--- config.mk ---
export PLATFORM = sky130hd
export DESIGN_NAME = reflet_timer
export DESIGN_NICKNAME = d
export VERILOG_FILES = /design/src/rtl/reflet_timer_pkg.sv /design/src/rtl/reflet_timer_prescaler.sv /design/src/rtl/reflet_timer.sv
export SDC_FILE = /design/constraint.sdc
export NUM_CORES = 1
export LEC_CHECK = 0
export CAP_MARGIN = 15
export CELL_PAD_IN_SITES_DETAIL_PLACEMENT = 1
export CELL_PAD_IN_SITES_GLOBAL_PLACEMENT = 1
export CORE_MARGIN = 8
export CORE_UTILIZATION = 53
export CTS_BUF_LIST = sky130_fd_sc_hd__clkbuf_4 sky130_fd_sc_hd__clkbuf_8
export CTS_CLUSTER_DIAMETER = 40
export DETAILED_ROUTE_END_ITERATION = 8
export DONT_BUFFER_PORTS = 1
export PLACE_DENSITY = 0.91
export SYNTH_ARGS = -nofsm -noshare
export SYNTH_HDL_FRONTEND = slang
export SYNTH_HIERARCHICAL = 1
export SYNTH_SLANG_ARGS = --single-unit
--- constraint.sdc ---
create_clock -name clk -period 3.3 [get_ports clk]
set_input_delay 0.66 -clock clk [delete_from_list [all_inputs] [get_ports clk]]
set_output_delay 0.66 -clock clk [all_outputs]
set_load 0.01 [all_outputs]
--- src/rtl/reflet_timer_pkg.sv ---
// Shared register map and CTRL bit layout for the reflet_timer bus peripheral.
package reflet_timer_pkg;

  localparam int WORDSIZE = 16;

  localparam logic [1:0] ADDR_CTRL     = 2'd0;
  localparam logic [1:0] ADDR_PRESCALE = 2'd1;
  localparam logic [1:0] ADDR_RELOAD   = 2'd2;
  localparam logic [1:0] ADDR_COUNT    = 2'd3;

  localparam int CTRL_RUN        = 0;
  localparam int CTRL_AUTORELOAD = 1;
  localparam int CTRL_IRQEN      = 2;
  localparam int CTRL_PENDING    = 3;

endpackage

--- src/rtl/reflet_timer_prescaler.sv ---
// Prescaler: counts 0..limit while running and flags a tick on the last cycle of each period.
module reflet_timer_prescaler
  import reflet_timer_pkg::*;
#(
  parameter int wordsize = WORDSIZE
) (
  input  logic                clk,
  input  logic                reset,
  input  logic                run,
  input  logic                restart,
  input  logic [wordsize-1:0] limit,
  output logic                tick
);

  logic [wordsize-1:0] cnt;
  logic                at_limit;

  assign at_limit = (cnt == limit);
  // A restart cancels the tick that would otherwise land on the same edge.
  assign tick     = run & ~restart & at_limit;

  always_ff @(posedge clk or negedge reset) begin
    if (!reset) begin
      cnt <= '0;
    end else if (!run || restart || at_limit) begin
      cnt <= '0;
    end else begin
      cnt <= cnt + 1'b1;
    end
  end

endmodule

--- src/rtl/reflet_timer.sv ---
// Memory-mapped down-counting timer with prescaler, auto-reload and level interrupt.
module reflet_timer
  import reflet_timer_pkg::*;
#(
  parameter int wordsize = WORDSIZE
) (
  input  logic                clk,
  input  logic                reset,
  input  logic                enable,
  input  logic [1:0]          addr,
  input  logic [wordsize-1:0] data_in,
  input  logic                write_en,
  output logic [wordsize-1:0] data_out,
  output logic                irq
);

  logic                run, autoreload, irqen, pending;
  logic [wordsize-1:0] prescale, reload, count;
  logic                wr, wr_ctrl, wr_pre, wr_rel, wr_cnt;
  logic                restart, tick, eff_tick, expire;
  logic [wordsize-1:0] ctrl_rd;

  assign wr      = enable & write_en;
  assign wr_ctrl = wr & (addr == ADDR_CTRL);
  assign wr_pre  = wr & (addr == ADDR_PRESCALE);
  assign wr_rel  = wr & (addr == ADDR_RELOAD);
  assign wr_cnt  = wr & (addr == ADDR_COUNT);

  assign restart  = wr_pre | (wr_ctrl & data_in[CTRL_RUN] & ~run);
  // A COUNT write on a tick edge swallows that tick entirely, expiry included.
  assign eff_tick = tick & ~wr_cnt;
  assign expire   = eff_tick & (count == '0);

  assign ctrl_rd = {{(wordsize-4){1'b0}}, pending, irqen, autoreload, run};

  reflet_timer_prescaler #(.wordsize(wordsize)) u_prescaler (
    .clk     (clk),
    .reset   (reset),
    .run     (run),
    .restart (restart),
    .limit   (prescale),
    .tick    (tick)
  );

  always_ff @(posedge clk or negedge reset) begin
    if (!reset) begin
      run        <= 1'b0;
      autoreload <= 1'b0;
      irqen      <= 1'b0;
      pending    <= 1'b0;
      prescale   <= '0;
      reload     <= '0;
      count      <= '0;
    end else begin
      if (wr_ctrl) begin
        run        <= data_in[CTRL_RUN];
        autoreload <= data_in[CTRL_AUTORELOAD];
        irqen      <= data_in[CTRL_IRQEN];
      end else if (expire && !autoreload) begin
        run <= 1'b0;
      end

      // Expiry beats a same-edge clear so no interrupt is ever lost.
      pending <= (pending & ~(wr_ctrl & data_in[CTRL_PENDING])) | expire;

      if (wr_pre) prescale <= data_in;
      if (wr_rel) reload   <= data_in;

      if (wr_cnt) begin
        count <= data_in;
      end else if (eff_tick) begin
        if (count != '0)     count <= count - 1'b1;
        else if (autoreload) count <= reload;
      end
    end
  end

  always_ff @(posedge clk or negedge reset) begin
    if (!reset) begin
      irq      <= 1'b0;
      data_out <= '0;
    end else begin
      irq <= pending & irqen;
      if (enable && !write_en) begin
        case (addr)
          ADDR_CTRL:     data_out <= ctrl_rd;
          ADDR_PRESCALE: data_out <= prescale;
          ADDR_RELOAD:   data_out <= reload;
          default:       data_out <= count;
        endcase
      end else begin
        data_out <= '0;
      end
    end
  end

endmodule

==> flow_metrics.env, run 1 <==
export IMPL_pwr_share_comb=0.193
export IMPL_synth_warnings=6
export IMPL_dp_hpwl_mm=9.31
export IMPL_setup_viol=0
export IMPL_place_inst=502
export IMPL_grt_util_met2=0.408
export IMPL_busiest_layer="met2"
export IMPL_r2r_cells=10
export IMPL_met1_usage=0.287
export IMPL_path_cells="xnor2_1, nand4_1, nor4_4, nor2b_1, buf_4, inv_1, nor2_2, o21ai_2, mux2_1, a31oi_1"
export IMPL_drive_above_1_share=0.227
export IMPL_rsz0062_at_grt="no"
export IMPL_finalMaxSlewViolations=0
export IMPL_arrival_ns=3.24
export IMPL_antenna_found_initial=0
export IMPL_clock_path_buffers=2
export IMPL_finClkSkew_ns=0.00672
export IMPL_synth_edf_count=0
export IMPL_maxCapViolCount=0
export IMPL_avgSynthCellArea_sq_um=11.0
export IMPL_synthTopCellsByArea="dfrtp_1, mux2_2, xnor2_1"
export IMPL_fmax_mhz=336
export IMPL_cp_buffers_inverters=2
export IMPL_setup_tns_ns=0
export IMPL_grt_util_all_layers=0.236
export IMPL_layout_cells_non_filler=519
export IMPL_min_period_over_period=0.901
export IMPL_synthCells=413
export IMPL_crit_slowest_cell="dfrtp_1"
export IMPL_synthFlopType="dfrtp_1"
export IMPL_cp_required_ns=3.57
export IMPL_syn_nets=438
export IMPL_grt_max_degree=86
export IMPL_synth_yosys_seq_area_share=0.469
export IMPL_routabilityCongestion=0.926
export IMPL_fin_crit_ns=2.97
export IMPL_power_frac_clock=0.271
export IMPL_worst_path_stages=10
export IMPL_initial_core_util=0.550
export IMPL_cts_setup_buffers=0
export IMPL_fp_dieW_um=109
export IMPL_clkSlewWorstSetupHoldPaths_ns=0.08
export IMPL_cts_tree="built"
export IMPL_io_pins=39
export IMPL_worst_setup_path_start_kind="register"
export IMPL_fin_nets=434
export IMPL_vias=3433
export IMPL_power_switching_fraction=0.309
export IMPL_diodes=0
export IMPL_ys_ff_latch=85
export IMPL_fin_util=0.584
export IMPL_p_int_w=0.00180
export IMPL_postRouteAntennaNets=0
export IMPL_slew_headroom=0.430
export IMPL_peakVddDrop_uv=257
export IMPL_crit_fanout=13
export IMPL_h_tree_depth=3
export IMPL_dieArea_sq_um=11800
export IMPL_cts_made_buffers=9
export IMPL_p_leak_nw=1.99
export IMPL_grt_overflow=0
export IMPL_io_buffers=0
export IMPL_first_pass_iters=4
export IMPL_hold_path_class="primary input to async pin"
export IMPL_r2r_start="u_prescaler/cnt[6]"
export IMPL_die_h_um=109
export IMPL_drt_iter0_drc=177
export IMPL_synth_largest_area_cell="dfrtp_1"
export IMPL_status="complete, no violations"
export IMPL_synthArstFlopShare=1.00
export IMPL_r2r_end="count[12]"
export IMPL_final_hold_violation_count=0
export IMPL_clockRootBuffer="clkbuf_8"
export IMPL_whs_ns=0.218
export IMPL_critical_path_class="register to register"
export IMPL_fill_cells=901
export IMPL_core_area_sq_um=8260
export IMPL_syn_cell_area_sq_um=4540
export IMPL_worstSetupEndpointType="register"
export IMPL_clock_sinks=85
export IMPL_netlist_area_leader_share=0.469
export IMPL_via_per_inst=6.61
export IMPL_p_per_area_nw_per_um2=541
export IMPL_crit_end="count[12]"
export IMPL_ys_types=57
export IMPL_drc=0
export IMPL_power_share_sequential=0.536
export IMPL_clk_insertion_delay_late_ns=0.35
export IMPL_cpPeakStageDelay_ns=0.49
export IMPL_reg2reg_slack_ns=0.33
export IMPL_area_growth_pct=6.26
export IMPL_grt_util_met3=0.0494
export IMPL_grt_pass1_vias=3744
export IMPL_p_switching_w=0.000807
export IMPL_grt_pass1_wl_mm=21.4
export IMPL_wl_per_cell_um=25.2
export IMPL_worst_pin_slew_ns=0.853
export IMPL_drt_total_wl_mm=13.1
export IMPL_cp_top_family="simple AND/OR/NAND/NOR gates"
export IMPL_fp_row_count=33
export IMPL_crit_start="u_prescaler/cnt[6]"
==> state kept, by name, indices dropped and copies added, names as in the netlist <==
register,count
pending,1
irq,1
autoreload,1
u_prescaler/cnt,16
data_out,16
irqen,1
prescale,16
reload,16
run,1
count,16
==> layout make-up <==
cell class | count | area, sq um | share of cell area
flip-flops and latches | 85 | 2130 | 0.441
inverters | 6 | 22.5 | 0.00467
well taps | 105 | 131 | 0.0272
multi-input cells | 298 | 2270 | 0.470
clock buffers | 15 | 181 | 0.0376
repair buffers | 9 | 87.6 | 0.0182
clock inverters | 1 | 5.00 | 0.00104
==> through the flow <==
| step | area [sq um] | setup WS, ns | power [W] |
|---|---|---|---|
| after floorplan | 4540 | 0.257 | 0.00172 |
| after detailed placement | 4610 | 0.489 | 0.00188 |
| after global routing | 4820 | 0.181 | 0.00272 |
| after CTS | 4820 | 0.407 | 0.00261 |
| final | 4820 | 0.326 | 0.00261 |
| after global placement | 4610 | 0.710 | 0.00183 |
==> power groups by stage <==
stage	clock network [W]	logic, W	registers, W
6_report	0.000706	0.000504	0.00140
3_5_place_dp	0	0.000470	0.00141
3_3_place_gp	0	0.000438	0.00139
2_1_floorplan	0	0.000394	0.00133
5_1_grt	0.000748	0.000547	0.00142
4_1_cts	0.000721	0.000501	0.00139
==> synth_stat cells (4+ instances only) <==
library cell  count
a221o_1           5
dfrtp_1          85
nand3_1          10
nor3_1           25
clkbuf_1         13
a22oi_1          12
nand4_1          10
mux4_2            4
a211oi_1          5
mux2i_1           4
nor4_1            4
xnor2_1          31
o21ai_0           8
buf_2             4
nor2_1           30
mux2_2           46
o31ai_1           4
inv_1             6
nor2b_1           6
nand2_1          33
xor2_1            6
and3_1            4
a21oi_1           6
==> kinds of logic after synthesis <==
family / count (synthesis) / synth area share
compound gates: 56 / 0.0926
xor+xnor: 37 / 0.0714
fa+ha+maj: 3 / 0.00827
buf+inv: 30 / 0.0317
flops: 85 / 0.469
mux: 55 / 0.145
simple gates: 147 / 0.182
==> layout by cell type, fill, tap and decap left out, types with 10 or more instances in the layout <==
| cell type | netlist | final |
|---|---|---|
| a22oi_1 | 12 | 12 |
| clkbuf_8 | 0 | 11 |
| dfrtp_1 | 85 | 85 |
| mux2_2 | 46 | 46 |
| nand2_1 | 33 | 33 |
| nand3_1 | 10 | 10 |
| nand4_1 | 10 | 10 |
| nor2_1 | 30 | 30 |
| nor3_1 | 25 | 25 |
| xnor2_1 | 31 | 31 |
==> timing repair <==
item | CTS | global route
gates resized for setup | 0 | 0
hold buffers | 1 | 0
endpoints found under the hold margin | 85 | 0
==> per-layer routing <==
| layer | part of all wire | up-vias | routed length [um] |
|---|---|---|---|
| met3 | 0.060 | 26 | 783 |
| met2 | 0.51 | 110 | 6680 |
| li1 | - | 1480 | - |
| met5 | 0 | - | 0 |
| met4 | 0.021 | 0 | 273 |
| met1 | 0.41 | 1817 | 5320 |
==> worst min path at each step <==
stage,end,cells past startpoint,from
floorplan,autoreload,0,reset
global placement,u_prescaler/cnt[3],0,reset
detailed placement,data_out[15],0,reset
CTS,count[0],1,reset
global route,u_prescaler/cnt[2],1,reset
finish,prescale[3],1,reset
Note: power is estimated with default switching activity, not from simulation.
==> inputs of run 2 (changes only) <==
--- a/config.mk
+++ b/config.mk
@@ -14,6 +14,7 @@
 export CTS_CLUSTER_DIAMETER = 40
 export DETAILED_ROUTE_END_ITERATION = 8
 export DONT_BUFFER_PORTS = 1
+export GPL_TIMING_DRIVEN = 1
 export PLACE_DENSITY = 0.91
 export SYNTH_ARGS = -nofsm -noshare
 export SYNTH_HDL_FRONTEND = slang
==> results of run 2 <==
The final DEF is identical to that of run 1; final timing and power are the same.
==> inputs of run 3 (changes only) <==
--- a/config.mk
+++ b/config.mk
@@ -5,7 +5,7 @@
 export SDC_FILE = /design/constraint.sdc
 export NUM_CORES = 1
 export LEC_CHECK = 0
-export CAP_MARGIN = 15
+export CAP_MARGIN = 10
 export CELL_PAD_IN_SITES_DETAIL_PLACEMENT = 1
 export CELL_PAD_IN_SITES_GLOBAL_PLACEMENT = 1
 export CORE_MARGIN = 8
==> constraint.sdc (replaced) <==
create_clock -name clk -period 3 [get_ports clk]
set_input_delay 0.6 -clock clk [delete_from_list [all_inputs] [get_ports clk]]
set_output_delay 0.6 -clock clk [all_outputs]
set_load 0.01 [all_outputs]
==> flow_metrics.env, run 3 (synthesized netlist as in run 1, its figures left out) <==
export IMPL_io_pins=39
export IMPL_place_inst=502
export IMPL_worstSetupEndpointType="register"
export IMPL_antenna_found_initial=0
export IMPL_vias=3381
export IMPL_h_tree_depth=3
export IMPL_worst_setup_path_start_kind="register"
export IMPL_arrival_ns=3.16
export IMPL_peakVddDrop_uv=292
export IMPL_cts_resized=0
export IMPL_critical_path_class="register to register"
export IMPL_setup_tns_ns=0
export IMPL_maxCapViolCount=0
export IMPL_clk_insertion_delay_late_ns=0.37
export IMPL_routabilityCongestion=0.915
export IMPL_slew_headroom=0.405
export IMPL_wl_met1_mm=5.29
export IMPL_initial_core_util=0.550
export IMPL_p_per_area_nw_per_um2=610
export IMPL_cts_setup_buffers=0
export IMPL_final_hold_violation_count=0
export IMPL_setup_viol=0
export IMPL_grt_util_all_layers=0.230
export IMPL_drc=0
export IMPL_fp_row_count=33
export IMPL_fin_crit_ns=2.88
export IMPL_whs_ns=0.109
export IMPL_rsz0062_at_grt="no"
export IMPL_finClkSkew_ns=0.0146
export IMPL_cp_required_ns=3.28
export IMPL_status="complete, no violations"
export IMPL_wl_per_cell_um=24.5
export IMPL_dieArea_sq_um=11800
export IMPL_met2WireLength_mm=6.48
export IMPL_fmax_mhz=347
export IMPL_dp_hpwl_mm=8.58
export IMPL_area_growth_pct=6.70
export IMPL_die_h_um=109
export IMPL_layout_cells_non_filler=519
export IMPL_p_leak_nw=1.99
export IMPL_cts_tree="built"
export IMPL_first_pass_iters=5
export IMPL_postRouteAntennaNets=0
export IMPL_crit_fanout=13
export IMPL_design_area_sq_um=4840
export IMPL_fin_nets=434
export IMPL_finalMaxSlewViolations=0
export IMPL_drt_iter0_drc=213
export IMPL_fp_dieW_um=109
export IMPL_min_period_over_period=0.960
export IMPL_hold_path_class="primary input to async pin"
export IMPL_mostFrequentLayoutCells="dfrtp_1, mux2_2, nand2_1, xnor2_1, nor2_1"
export IMPL_ctsHoldBuffers=1
export IMPL_cts_made_buffers=9
export IMPL_clock_sinks=85
export IMPL_grt_overflow=0
export IMPL_diodes=0
export IMPL_drt_total_wl_mm=12.7
export IMPL_clkSlewWorstSetupHoldPaths_ns=0.10
export IMPL_drive_above_1_share=0.227
export IMPL_core_area_sq_um=8260
export IMPL_final_common_cell="dfrtp_1"
export IMPL_io_buffers=0
export IMPL_worst_pin_slew_ns=0.890
export IMPL_via_per_inst=6.51
export IMPL_place_area_sq_um=4610
export IMPL_grt_max_degree=86
export IMPL_clockRootBuffer="clkbuf_8"
export IMPL_clock_path_buffers=2
export IMPL_grt_pass1_vias=3574
export IMPL_grt_pass1_wl_mm=20.5
export IMPL_route_met3_wl_um=631
export IMPL_highest_layer="met4"
[run 3: final cells by class]
cell class / instances / area, sq um
clock inverters: 6 / 68.8
multi-input cells: 298 / 2270
well taps: 105 / 131
inverters: 6 / 22.5
repair buffers: 9 / 87.6
clock buffers: 10 / 138
flip-flops and latches: 85 / 2130
fillers: 868 / 3420
[run 3: worst paths after layout]
path                                    start                   to  slack (ns)  cells after the start
hold / removal                          reset  u_prescaler/cnt[14]        0.11                      1
setup reg to reg           u_prescaler/cnt[8]            count[12]        0.12                      9
min in group clk                  data_in[13]            count[13]        0.37                      2
hold reg to reg                       pending              pending        0.52                      2
max in group asynchronous               reset          prescale[9]        2.51                      1
setup / recovery           u_prescaler/cnt[8]            count[12]        0.12                      9
[run 3: where the power goes]
group          internal (W)  leakage [nW]  switching, W
logic              0.000291         0.802      0.000258
registers           0.00131          1.08      0.000226
clock network      0.000414         0.103      0.000457
[run 3: per-stage QoR]
stage / total power (W) / utilization / worst slack [ns]
6_report: 0.00295 / 0.586 / 0.119
3_3_place_gp: 0.00201 / 0.558 / 0.525
4_1_cts: 0.00296 / 0.586 / 0.196
3_5_place_dp: 0.00206 / 0.558 / 0.343
5_1_grt: 0.00309 / 0.586 / 0.0262
2_1_floorplan: 0.00190 / - / 0.0169
[run 3: critical path: stages (launching register included)]
cell,delay [ns]
dfrtp_1,0.47
xnor2_1,0.27
nand4_1,0.23
nor4_4,0.33
nor2b_1,0.28
inv_1,0.14
nor2_2,0.27
o21ai_2,0.25
mux2_1,0.38
a31oi_1,0.15
[run 3: metal layers]
layer	vias up	global-route usage
met5	-	0
met4	0	0.0929
met3	26	0.0369
met2	109	0.392
met1	1750	0.285
li1	1496	-
